[config.mk]
export PLATFORM = sky130hd
export DESIGN_NAME = stream_out_flat
export DESIGN_NICKNAME = d
export VERILOG_FILES = /design/src/rtl/stream_out_pkg.sv /design/src/rtl/stream_out_if.sv /design/src/rtl/stream_out_fifo.sv /design/src/rtl/stream_out.sv /design/src/flat_wrapper.sv
export SDC_FILE = /design/constraint.sdc
export NUM_CORES = 1
export LEC_CHECK = 0
export BUFFER_PORTS_ARGS = -buffer_cell sky130_fd_sc_hd__buf_2
export CORE_MARGIN = 3
export CORE_UTILIZATION = 53
export DETAILED_ROUTE_END_ITERATION = 7
export GPL_ROUTABILITY_DRIVEN = 0
export PLACE_DENSITY_LB_ADDON = 0.25
export SLEW_MARGIN = 20
export SYNTH_ARGS = -nofsm -noshare
export SYNTH_HDL_FRONTEND = slang
export SYNTH_SLANG_ARGS = --single-unit
[constraint.sdc]
create_clock -name m_axis_aclk -period 3.38 [get_ports m_axis_aclk]
set_clock_uncertainty 0.05 [all_clocks]
set_input_delay 0.676 -clock m_axis_aclk [delete_from_list [all_inputs] [get_ports m_axis_aclk]]
set_output_delay 0.676 -clock m_axis_aclk [all_outputs]
set_load 0.1 [all_outputs]
[src/rtl/stream_out_pkg.sv]
// Shared definitions for the AXI-Stream adapters and the upsp core:
// handshake helper, strobe width derivation and image geometry defaults.
package stream_out_pkg;

  localparam int DEF_DW    = 32;
  localparam int DEF_W     = 3840;
  localparam int DEF_H     = 2160;
  localparam int DEF_DEPTH = 4;

  typedef enum logic [0:0] {
    IDLE,
    RUN
  } state_t;

  function automatic logic hs(
    input logic valid,
    input logic ready
  );
    return valid & ready;
  endfunction

  function automatic int strb_w(input int dw);
    return dw / 8;
  endfunction

  // Counter width that never collapses to zero bits.
  function automatic int cnt_w(input int n);
    return (n > 1) ? $clog2(n) : 1;
  endfunction

endpackage

[src/rtl/stream_out_if.sv]
// Write-side (upsp -> block) and AXI-Stream master bundles
// for the output stream adapter.
interface upsp_wr_if #(
  parameter int DW = 32
);
  logic          upsp_ac_wvalid;
  logic          ac_upsp_wready;
  logic [DW-1:0] upsp_ac_wdata;

  modport master (
    output upsp_ac_wvalid,
    output upsp_ac_wdata,
    input  ac_upsp_wready
  );

  modport slave (
    input  upsp_ac_wvalid,
    input  upsp_ac_wdata,
    output ac_upsp_wready
  );
endinterface

interface axis_out_if #(
  parameter int DW = 32
);
  import stream_out_pkg::*;

  localparam int SW = strb_w(DW);

  logic          m_axis_tvalid;
  logic          m_axis_tready;
  logic [DW-1:0] m_axis_tdata;
  logic [SW-1:0] m_axis_tstrb;
  logic [SW-1:0] m_axis_tkeep;
  logic          m_axis_tlast;
  logic          m_axis_tid;
  logic          m_axis_tdest;
  logic          m_axis_user;

  modport master (
    output m_axis_tvalid,
    input  m_axis_tready,
    output m_axis_tdata,
    output m_axis_tstrb,
    output m_axis_tkeep,
    output m_axis_tlast,
    output m_axis_tid,
    output m_axis_tdest,
    output m_axis_user
  );

  modport slave (
    input  m_axis_tvalid,
    output m_axis_tready,
    input  m_axis_tdata,
    input  m_axis_tstrb,
    input  m_axis_tkeep,
    input  m_axis_tlast,
    input  m_axis_tid,
    input  m_axis_tdest,
    input  m_axis_user
  );
endinterface

[src/rtl/stream_out_fifo.sv]
// Small synchronous circular-buffer FIFO with registered count
// and a combinational head word.
module stream_out_fifo #(
  parameter int DW    = 32,
  parameter int DEPTH = 4
) (
  input  logic                   clk,
  input  logic                   rst,
  input  logic                   push,
  input  logic                   pop,
  input  logic [DW-1:0]          din,
  output logic                   full,
  output logic                   empty,
  output logic [$clog2(DEPTH):0] count,
  output logic [DW-1:0]          head
);

  localparam int PW = $clog2(DEPTH);
  localparam logic [PW:0] FULL_CNT = (PW+1)'(DEPTH);

  logic [DW-1:0] mem [DEPTH];
  logic [PW-1:0] wptr;
  logic [PW-1:0] rptr;
  logic          do_push;
  logic          do_pop;

  assign full    = (count == FULL_CNT);
  assign empty   = (count == '0);
  assign do_push = push & ~full;
  assign do_pop  = pop & ~empty;
  assign head    = mem[rptr];

  // Power-of-two depth lets the pointers wrap on their own.
  always_ff @(posedge clk) begin
    if (rst) begin
      wptr  <= '0;
      rptr  <= '0;
      count <= '0;
    end else begin
      if (do_push) wptr <= wptr + 1'b1;
      if (do_pop)  rptr <= rptr + 1'b1;
      if (do_push & ~do_pop)
        count <= count + 1'b1;
      else if (do_pop & ~do_push)
        count <= count - 1'b1;
    end
  end

  always_ff @(posedge clk) begin
    if (do_push) mem[wptr] <= din;
  end

endmodule

[src/rtl/stream_out.sv]
// Output stream adapter: buffers upsp pixels and re-emits them as an
// AXI-Stream master with SOF/EOL sideband and a frame-done pulse.
module stream_out
  import stream_out_pkg::*;
#(
  parameter int AXISOUT_DATA_WIDTH = DEF_DW,
  parameter int UPSP_WRTDATA_WIDTH = DEF_DW,
  parameter int DST_IMG_WIDTH      = DEF_W,
  parameter int DST_IMG_HEIGHT     = DEF_H,
  parameter int FIFO_DEPTH         = DEF_DEPTH
) (
  input  logic       m_axis_aclk,
  input  logic       m_axis_areset,
  input  logic       UPSTART,
  output logic       UPEND,
  upsp_wr_if.slave   wr,
  axis_out_if.master axis
);

  localparam int DW  = AXISOUT_DATA_WIDTH;
  localparam int SW  = strb_w(DW);
  localparam int CW  = cnt_w(DST_IMG_WIDTH);
  localparam int RW  = cnt_w(DST_IMG_HEIGHT);
  localparam int TOT = DST_IMG_WIDTH * DST_IMG_HEIGHT;
  localparam int AW  = $clog2(TOT) + 1;
  localparam int QW  = $clog2(FIFO_DEPTH) + 1;

  localparam logic [CW-1:0] COL_LAST = CW'(DST_IMG_WIDTH - 1);
  localparam logic [RW-1:0] ROW_LAST = RW'(DST_IMG_HEIGHT - 1);
  localparam logic [AW-1:0] TOTAL    = AW'(TOT);

  state_t  state;
  state_t  nxt;

  logic [CW-1:0] col;
  logic [RW-1:0] row;
  logic [AW-1:0] acc;

  logic [UPSP_WRTDATA_WIDTH-1:0] wdata;
  logic [DW-1:0] head;
  logic [QW-1:0] count;
  logic          full;
  logic          empty;
  logic          push;
  logic          pop;
  logic          tvalid;
  logic          wready;
  logic          start;
  logic          col_end;
  logic          row_end;
  logic          frame_end;

  assign wdata  = wr.upsp_ac_wdata;
  assign wready = (state == RUN) & ~full & (acc != TOTAL);
  assign tvalid = (count != '0);
  assign push   = hs(wr.upsp_ac_wvalid, wready);
  assign pop    = hs(tvalid, axis.m_axis_tready) & ~empty;

  assign start     = (state == IDLE) & UPSTART;
  assign col_end   = (col == COL_LAST);
  assign row_end   = (row == ROW_LAST);
  assign frame_end = pop & col_end & row_end;

  stream_out_fifo #(
    .DW    (DW),
    .DEPTH (FIFO_DEPTH)
  ) u_fifo (
    .clk   (m_axis_aclk),
    .rst   (m_axis_areset),
    .push  (push),
    .pop   (pop),
    .din   (DW'(wdata)),
    .full  (full),
    .empty (empty),
    .count (count),
    .head  (head)
  );

  always_ff @(posedge m_axis_aclk) begin
    if (m_axis_areset) state <= IDLE;
    else               state <= nxt;
  end

  always_comb begin
    nxt = state;
    case (state)
      IDLE:    if (UPSTART)   nxt = RUN;
      RUN:     if (frame_end) nxt = IDLE;
      default: nxt = IDLE;
    endcase
  end

  // Geometry follows the output handshakes, not the writes.
  always_ff @(posedge m_axis_aclk) begin
    if (m_axis_areset || start) begin
      col <= '0;
      row <= '0;
      acc <= '0;
    end else begin
      if (push) acc <= acc + 1'b1;
      if (pop) begin
        if (col_end) begin
          col <= '0;
          row <= row_end ? '0 : row + 1'b1;
        end else begin
          col <= col + 1'b1;
        end
      end
    end
  end

  assign UPEND = frame_end;

  assign wr.ac_upsp_wready = wready;

  assign axis.m_axis_tvalid = tvalid;
  assign axis.m_axis_tdata  = head;
  assign axis.m_axis_tstrb  = {SW{1'b1}};
  assign axis.m_axis_tkeep  = {SW{1'b1}};
  assign axis.m_axis_tlast  = tvalid & col_end;
  assign axis.m_axis_tid    = 1'b0;
  assign axis.m_axis_tdest  = 1'b0;
  assign axis.m_axis_user   = tvalid & (col == '0) & (row == '0);

endmodule

[src/flat_wrapper.sv]
// flat-port wrapper written by rule: the top's interface ports become plain ports
module stream_out_flat import stream_out_pkg::*;
#(
  parameter int AXISOUT_DATA_WIDTH = DEF_DW,
  parameter int UPSP_WRTDATA_WIDTH = DEF_DW,
  parameter int DST_IMG_WIDTH      = DEF_W,
  parameter int DST_IMG_HEIGHT     = DEF_H,
  parameter int FIFO_DEPTH         = DEF_DEPTH
)
  (m_axis_aclk, m_axis_areset, UPSTART, UPEND, wr_upsp_ac_wvalid, wr_upsp_ac_wdata, wr_ac_upsp_wready, axis_m_axis_tvalid, axis_m_axis_tready, axis_m_axis_tdata, axis_m_axis_tstrb, axis_m_axis_tkeep, axis_m_axis_tlast, axis_m_axis_tid, axis_m_axis_tdest, axis_m_axis_user);
  upsp_wr_if #(.DW((32))) wr_i ();
  axis_out_if #(.DW((32))) axis_i ();
  input  logic m_axis_aclk;
  input  logic m_axis_areset;
  input  logic UPSTART;
  output logic UPEND;
  input wire logic [$bits(wr_i.upsp_ac_wvalid)-1:0] wr_upsp_ac_wvalid;
  input wire logic [$bits(wr_i.upsp_ac_wdata)-1:0] wr_upsp_ac_wdata;
  output wire logic [$bits(wr_i.ac_upsp_wready)-1:0] wr_ac_upsp_wready;
  output wire logic [$bits(axis_i.m_axis_tvalid)-1:0] axis_m_axis_tvalid;
  input wire logic [$bits(axis_i.m_axis_tready)-1:0] axis_m_axis_tready;
  output wire logic [$bits(axis_i.m_axis_tdata)-1:0] axis_m_axis_tdata;
  output wire logic [$bits(axis_i.m_axis_tstrb)-1:0] axis_m_axis_tstrb;
  output wire logic [$bits(axis_i.m_axis_tkeep)-1:0] axis_m_axis_tkeep;
  output wire logic [$bits(axis_i.m_axis_tlast)-1:0] axis_m_axis_tlast;
  output wire logic [$bits(axis_i.m_axis_tid)-1:0] axis_m_axis_tid;
  output wire logic [$bits(axis_i.m_axis_tdest)-1:0] axis_m_axis_tdest;
  output wire logic [$bits(axis_i.m_axis_user)-1:0] axis_m_axis_user;
  assign wr_i.upsp_ac_wvalid = wr_upsp_ac_wvalid;
  assign wr_i.upsp_ac_wdata = wr_upsp_ac_wdata;
  assign wr_ac_upsp_wready = wr_i.ac_upsp_wready;
  assign axis_m_axis_tvalid = axis_i.m_axis_tvalid;
  assign axis_i.m_axis_tready = axis_m_axis_tready;
  assign axis_m_axis_tdata = axis_i.m_axis_tdata;
  assign axis_m_axis_tstrb = axis_i.m_axis_tstrb;
  assign axis_m_axis_tkeep = axis_i.m_axis_tkeep;
  assign axis_m_axis_tlast = axis_i.m_axis_tlast;
  assign axis_m_axis_tid = axis_i.m_axis_tid;
  assign axis_m_axis_tdest = axis_i.m_axis_tdest;
  assign axis_m_axis_user = axis_i.m_axis_user;
  stream_out #(.AXISOUT_DATA_WIDTH(AXISOUT_DATA_WIDTH), .UPSP_WRTDATA_WIDTH(UPSP_WRTDATA_WIDTH), .DST_IMG_WIDTH(DST_IMG_WIDTH), .DST_IMG_HEIGHT(DST_IMG_HEIGHT), .FIFO_DEPTH(FIFO_DEPTH)) u_core (.m_axis_aclk(m_axis_aclk), .m_axis_areset(m_axis_areset), .UPSTART(UPSTART), .UPEND(UPEND), .wr(wr_i), .axis(axis_i));
endmodule
==> results.md, run 1 <==
- Run status: finished, final reports clean
- Ys flop type: edfxtp_1
- Worst-case reg-to-reg path depth: 9
- Largest net degree at the start of global routing: 33
- Post-Syn Area: 0.00770 mm²
- FF-to-FF Start: u_core.u_fifo.count[0]
- RSZ-0062 raised after global routing: false
- Crit end category: output pin
- Antenna diode count: 0
- Cts bufs inserted: 17
- Global-route wire length before repair: 22,600 µm
- Post-route minimum period: 3140 ps
- CP bufs+invs: 2
- Post-synth EDFFs: 128
- # fillers: 1,060
- WL final: 13,700 µm
- Total core area: 0.0140 mm²
- Crit-path cells: or4_1 -> nor4_2 -> buf_4 -> and3_1 -> buf_2
- Final setup violation count: 0
- Syn_area_per_cell: 14.3 µm²
- Max clock buf depth: 2
- Clk Tree Root Cell: clkbuf_16
- Vias in the first global route: 4,527
- Routed vias/inst: 5.55
- Worst Path Required: 2650 ps
- Top-count cell post-synth: edfxtp_1
- Crit. Startpoint: u_core.row[8]
- DRT iter0 DRCs: 357
- Ys Warns: 0
- Hpwl dp: 9090 µm
- Clk slew on worst S/H paths: 60 ps
- Share of layout cells above drive strength 1: 0.259
- Setup TNS: 0 ps
- Layout area overhead: 15.1%
- Post-CTS Hold Buffers: 0
- Final Hold Fails: 0
- I/O pin total: 84
- Cell taking the most area after synthesis: edfxtp_1
- Initial Utilization: 0.548
- Top-area cell type share of the netlist area: 0.499
- Post-CTS setup buffers: 0
- CP max stage cell: or4_1
- Critical Path End: UPEND
- Global-route usage over all layers: 0.177
- Initial antenna violation count: 0
- Crit path kind: register to output pin
- Startpoint class of the critical path: register
- Gr ovfl total: 0
- Slew @ Worst Pin: 632 ps
- Final nets: 670
- Final core utilization: 0.631
- Async SR Flop Fraction: 0
- Count of final max-slew check failures: 0
- Maxcap violations: 0
- Clock Latency Late Sink: 420 ps
- Crit Path Max Fanout: 10
- Pwr dens: 720 mW/mm²
- # rows: 43
- Wire per inst: 16.9 µm
- Worst vdd ir: 0.508 mV
- DR vias: 4,513
- Critical path depth: 5
- Post-Syn Instances: 540
- Drt first pass iters: 5
- Synthesized flop and latch total: 186
- Die area: 0.0160 mm²
- Die Width: 127 µm
- Count of different cell masters after synthesis: 47
- CTS tree: done
- Post-synthesis sequential area ratio: 0.650
- Synth top cells by count: edfxtp_1 (128), dfxtp_1 (58), nor2_1 (50)
- Tightest Hold Check Type: input port to register
- Arrival @ worst endpoint: 2420 ps
- Total clock sinks: 186
- Die Y: 127 µm
- Final Cycle Share: 0.930
- Slew headroom: 0.575
- R2R Path End: u_core.u_fifo.count[2]
- CP delay by family, top: simple AND/OR/NAND/NOR gates
- FF-to-FF setup slack: 930 ps
- H-tree depth: 4
- DRC Markers: 0
- Leakage power total: 3.05 nW
- Max stage delay on crit path: 570 ps
- Final antenna-violating net count: 0
- CTS resizes: 0
- Synth area leaders: edfxtp_1 (50%), dfxtp_1 (15%), mux4_2 (9.4%)
- Max Clk Rate: 318 MHz
- Buffers on Ports: 73
==> state kept, by name (all words and copies together), names as in the netlist, named ones only <==
name and count:
u_core.col 12, u_core.u_fifo.wptr 2, u_core.row 12, u_core.state 1, u_core.u_fifo.mem 128, u_core.acc 24, u_core.u_fifo.rptr 2, u_core.u_fifo.count 3
==> worst register-to-register path: stages (launching register included) <==
cell and delay, ps:
dfxtp_1 450, nor3b_1 140, nor2_1 250, o21a_1 190, ha_1 190, inv_1 60
fa_1 380, xor2_1 190, or3_1 320, a21oi_1 160
==> final cells by class <==
type	instances	area, µm²	share of cell area
multi-input combinational	313	2500	0.283
sequential	186	5010	0.565
tap	180	225	0.0254
inverter	17	63.8	0.00720
clock buffer	18	429	0.0484
clock inverter	13	106	0.0120
timing repair buffer	86	526	0.0593
==> how the worst min path moves through the flow <==
| stage | from | end | slack (ps) | cells after the start |
|---|---|---|---|---|
| after CTS | wr_upsp_ac_wdata[15] | u_core.u_fifo.mem[0][15] | 400 | 1 |
| after global placement | u_core.col[1] | u_core.col[1] | 420 | 2 |
| final | wr_upsp_ac_wdata[2] | u_core.u_fifo.mem[3][2] | 420 | 1 |
| after detailed placement | u_core.row[10] | u_core.row[10] | 430 | 2 |
| after global routing | wr_upsp_ac_wdata[11] | u_core.u_fifo.mem[0][11] | 400 | 1 |
| after floorplan | u_core.col[1] | u_core.col[1] | 410 | 2 |
==> cells by family (layout without fill, tap and decap cells) <==
family | after synthesis | count (layout) | share of synthesized area
flip-flops | 186 | 186 | 0.650
AND/OR/NAND/NOR | 184 | 184 | 0.127
buffers and inverters | 49 | 134 | 0.0298
AO/OA/AOI/OAI | 38 | 38 | 0.0353
XOR/XNOR | 35 | 35 | 0.0398
multiplexers | 34 | 34 | 0.0962
adder cells (fa/ha/maj) | 12 | 12 | 0.0205
other | 2 | 10 | 0.000976
==> per-stage QoR <==
stage               cell area (µm²)  instances  total power, W  setup WS [ps]  hold slack (ps)
finish                         8860        813         0.00638            236              419
global route                   8860        813         0.00662           72.0              400
CTS                            8860        813         0.00645            201              398
detailed placement             8320        782         0.00465            658              433
global placement               8320        782         0.00464            704              423
floorplan                      7730        548         0.00432           10.7              407
==> layout by cell type, fill, tap and decap left out, drive strengths merged, types with 2 or more instances in the layout <==
master / instances
edfxtp: 128
buf: 86
dfxtp: 58
nor2: 50
mux4: 32
nand2: 26
nand3: 25
xor2: 21
nor3: 19
clkbuf: 18
inv: 17
nand4: 15
xnor2: 14
nor4: 14
a21oi: 13
o21ai: 12
ha: 11
conb: 10
clkinv: 9
or3: 8
and3: 7
and4: 6
and2: 4
o41ai: 4
clkinvlp: 3
nor3b: 2
or4: 2
mux2i: 2
nand2b: 2
o31ai: 2
==> routing by layer <==
layer / up-vias / GRT usage / wire length (µm)
met3: 18 / 0.0387 / 621
met5: - / 0 / 0
li1: 2184 / - / -
met2: 101 / 0.285 / 6800
met4: 0 / 0.0662 / 163
met1: 2210 / 0.240 / 6120
==> where the power goes <==
part	switching, W	internal [W]
registers	0.0000837	0.00251
clock network	0.000806	0.00100
logic	0.00151	0.000472
total	0.00240	0.00398
Power figures use the tool's default switching activity.
==> run 2, diff against run 1 <==
Clock period 3.38 ns to 2.5 ns, I/O delays scaled along.
==> run 2 against run 1 <==
Critical path depth shrank 1; highest routed layer unchanged; largest cell class unchanged; combinational power grew 52%; sequential cell count is the same.
==> results.md, run 2 (synthesis results as in run 1) <==
- Max clock buf depth: 2
- Final antenna-violating net count: 0
- Final Hold Fails: 0
- Final setup violation count: 0
- DR vias: 4,627
- Leakage power total: 3.19 nW
- Most common cell after layout, fill and taps aside: edfxtp_1
- Gr ovfl total: 0
- Wire per inst: 17.6 µm
- Hpwl dp: 9180 µm
- Vias in the first global route: 4,662
- Non-filler cells in the finished layout: 825
- Crit-path cells: or4_4 -> buf_6 -> nor4_4 -> buf_12
- Max reg flops: 128
- Total core area: 0.0140 mm²
- Routed length on met1: 6160 µm
- Worst vdd ir: 0.846 mV
- Post-CTS Hold Buffers: 0
- Largest registers: u_core.u_fifo.mem x128, u_core.acc x24
- Buffers on Ports: 73
- Initial Utilization: 0.548
- Highest metal used: met4
- Global-route usage over all layers: 0.185
- Total clock sinks: 186
- WHS: 234 ps
- Clk slew on worst S/H paths: 70 ps
- Maxcap violations: 0
- # rows: 43
- DRC Markers: 0
- Share of layout cells above drive strength 1: 0.310
- WL final: 14,500 µm
- Crit path kind: register to output pin
- Count of final max-slew check failures: 0
- Layout area overhead: 19.9%
- Antenna diode count: 0
- Clk Tree Root Cell: clkbuf_16
- Final Cycle Share: 0.999
- DRT iter0 DRCs: 325
- Met2 wire length: 7500 µm
- Routed vias/inst: 5.61
- Max stage delay on crit path: 560 ps
- Arrival @ worst endpoint: 1950 ps
- Die area: 0.0160 mm²
- WL met3: 719 µm
- Die Width: 127 µm
- Max Clk Rate: 400 MHz
- Post-route minimum period: 2500 ps
- Final nets: 682
- H-tree depth: 4
- Most frequent cells in the layout: edfxtp_1 (128), buf_2 (58), nor2_1 (49)
- Cells after DPL: 785
- # fillers: 992
- Startpoint class of the critical path: register
- Total Power: 0.00890 W
- Cts bufs inserted: 17
- Initial antenna violation count: 0
- CP max stage cell: or4_4
- Clock Latency Late Sink: 430 ps
- Crit end category: output pin
- Tightest Hold Check Type: input port to register
- Global-route wire length before repair: 23,200 µm
- Top reg by flops: u_core.u_fifo.mem
- Slew @ Worst Pin: 757 ps
- RSZ-0062 raised after global routing: true
- Run status: finished, final reports clean
- Slew headroom: 0.491
- Worst Path Required: 1950 ps
- Crit Path Max Fanout: 4
- Setup TNS: 0 ps
- Die Y: 127 µm
- Drt first pass iters: 5
- I/O pin total: 84
- Largest net degree at the start of global routing: 33
- Pwr dens: 964 mW/mm²
- CTS tree: done
-- run 2: changes by cell type in the layout (fill, tap and decap cells not counted), moves of 9 or more --
cell	delta
buf_12	+10
buf_4	+14
dfxtp_1	-11
buf_2	-15
dfxtp_2	+9
-- run 2: what timing repair did --
item / CTS / global route
pin swaps: 5 / 8
endpoints found under the setup margin: 9 / 28
buffers inserted: 3 / 5
cloned: 0 / 1
resized for setup: 14 / 16
-- run 2: per-stage QoR --
stage / cell area [µm²] / utilization / setup slack, ps
after floorplan: 7750 / - / -72.8
after global placement: 8510 / 0.606 / 212
after detailed placement: 8510 / 0.606 / 86.7
after CTS: 9120 / 0.650 / 0.431
after global routing: 9230 / 0.657 / -71.8
final: 9230 / 0.657 / 1.83
-- run 2: per-layer routing --
layer  vias up  global-route usage
li1       2209                   -
met1      2294               0.238
met2       113               0.313
met3        11              0.0413
met4         0              0.0644
met5         -                   0
-- run 2: power breakdown --
part	internal, W	leakage, nW	switching (W)
registers	0.00339	1.63	0.0000700
logic	0.000837	1.30	0.00216
clock network	0.00129	0.254	0.00115
-- run 2: final timing paths --
| kind | slack (ps) | cells after the start | startpoint | end |
|---|---|---|---|---|
| max | 2 | 4 | u_core.row[9] | axis_m_axis_user |
| min | 230 | 1 | wr_upsp_ac_wdata[13] | u_core.u_fifo.mem[2][13] |
| max reg2reg | 60 | 9 | u_core.u_fifo.count[2] | u_core.u_fifo.count[2] |
| min reg2reg | 430 | 2 | u_core.row[9] | u_core.row[9] |
-- run 2: layout make-up --
type | instances | area [µm²] | share of cell area
Clock buffer | 17 | 425 | 0.0461
Clock inverter | 14 | 118 | 0.0127
Inverter | 17 | 63.8 | 0.00691
Multi-Input combinational cell | 313 | 2570 | 0.279
Sequential cell | 186 | 5020 | 0.544
Tap cell | 180 | 225 | 0.0244
Timing Repair Buffer | 98 | 800 | 0.0866
-- run 2: critical path: cells and delay by family, from the launching register on --
kind          cells  cell delay [ps]
flops             1              330
buf+inv           2              360
simple gates      2              830
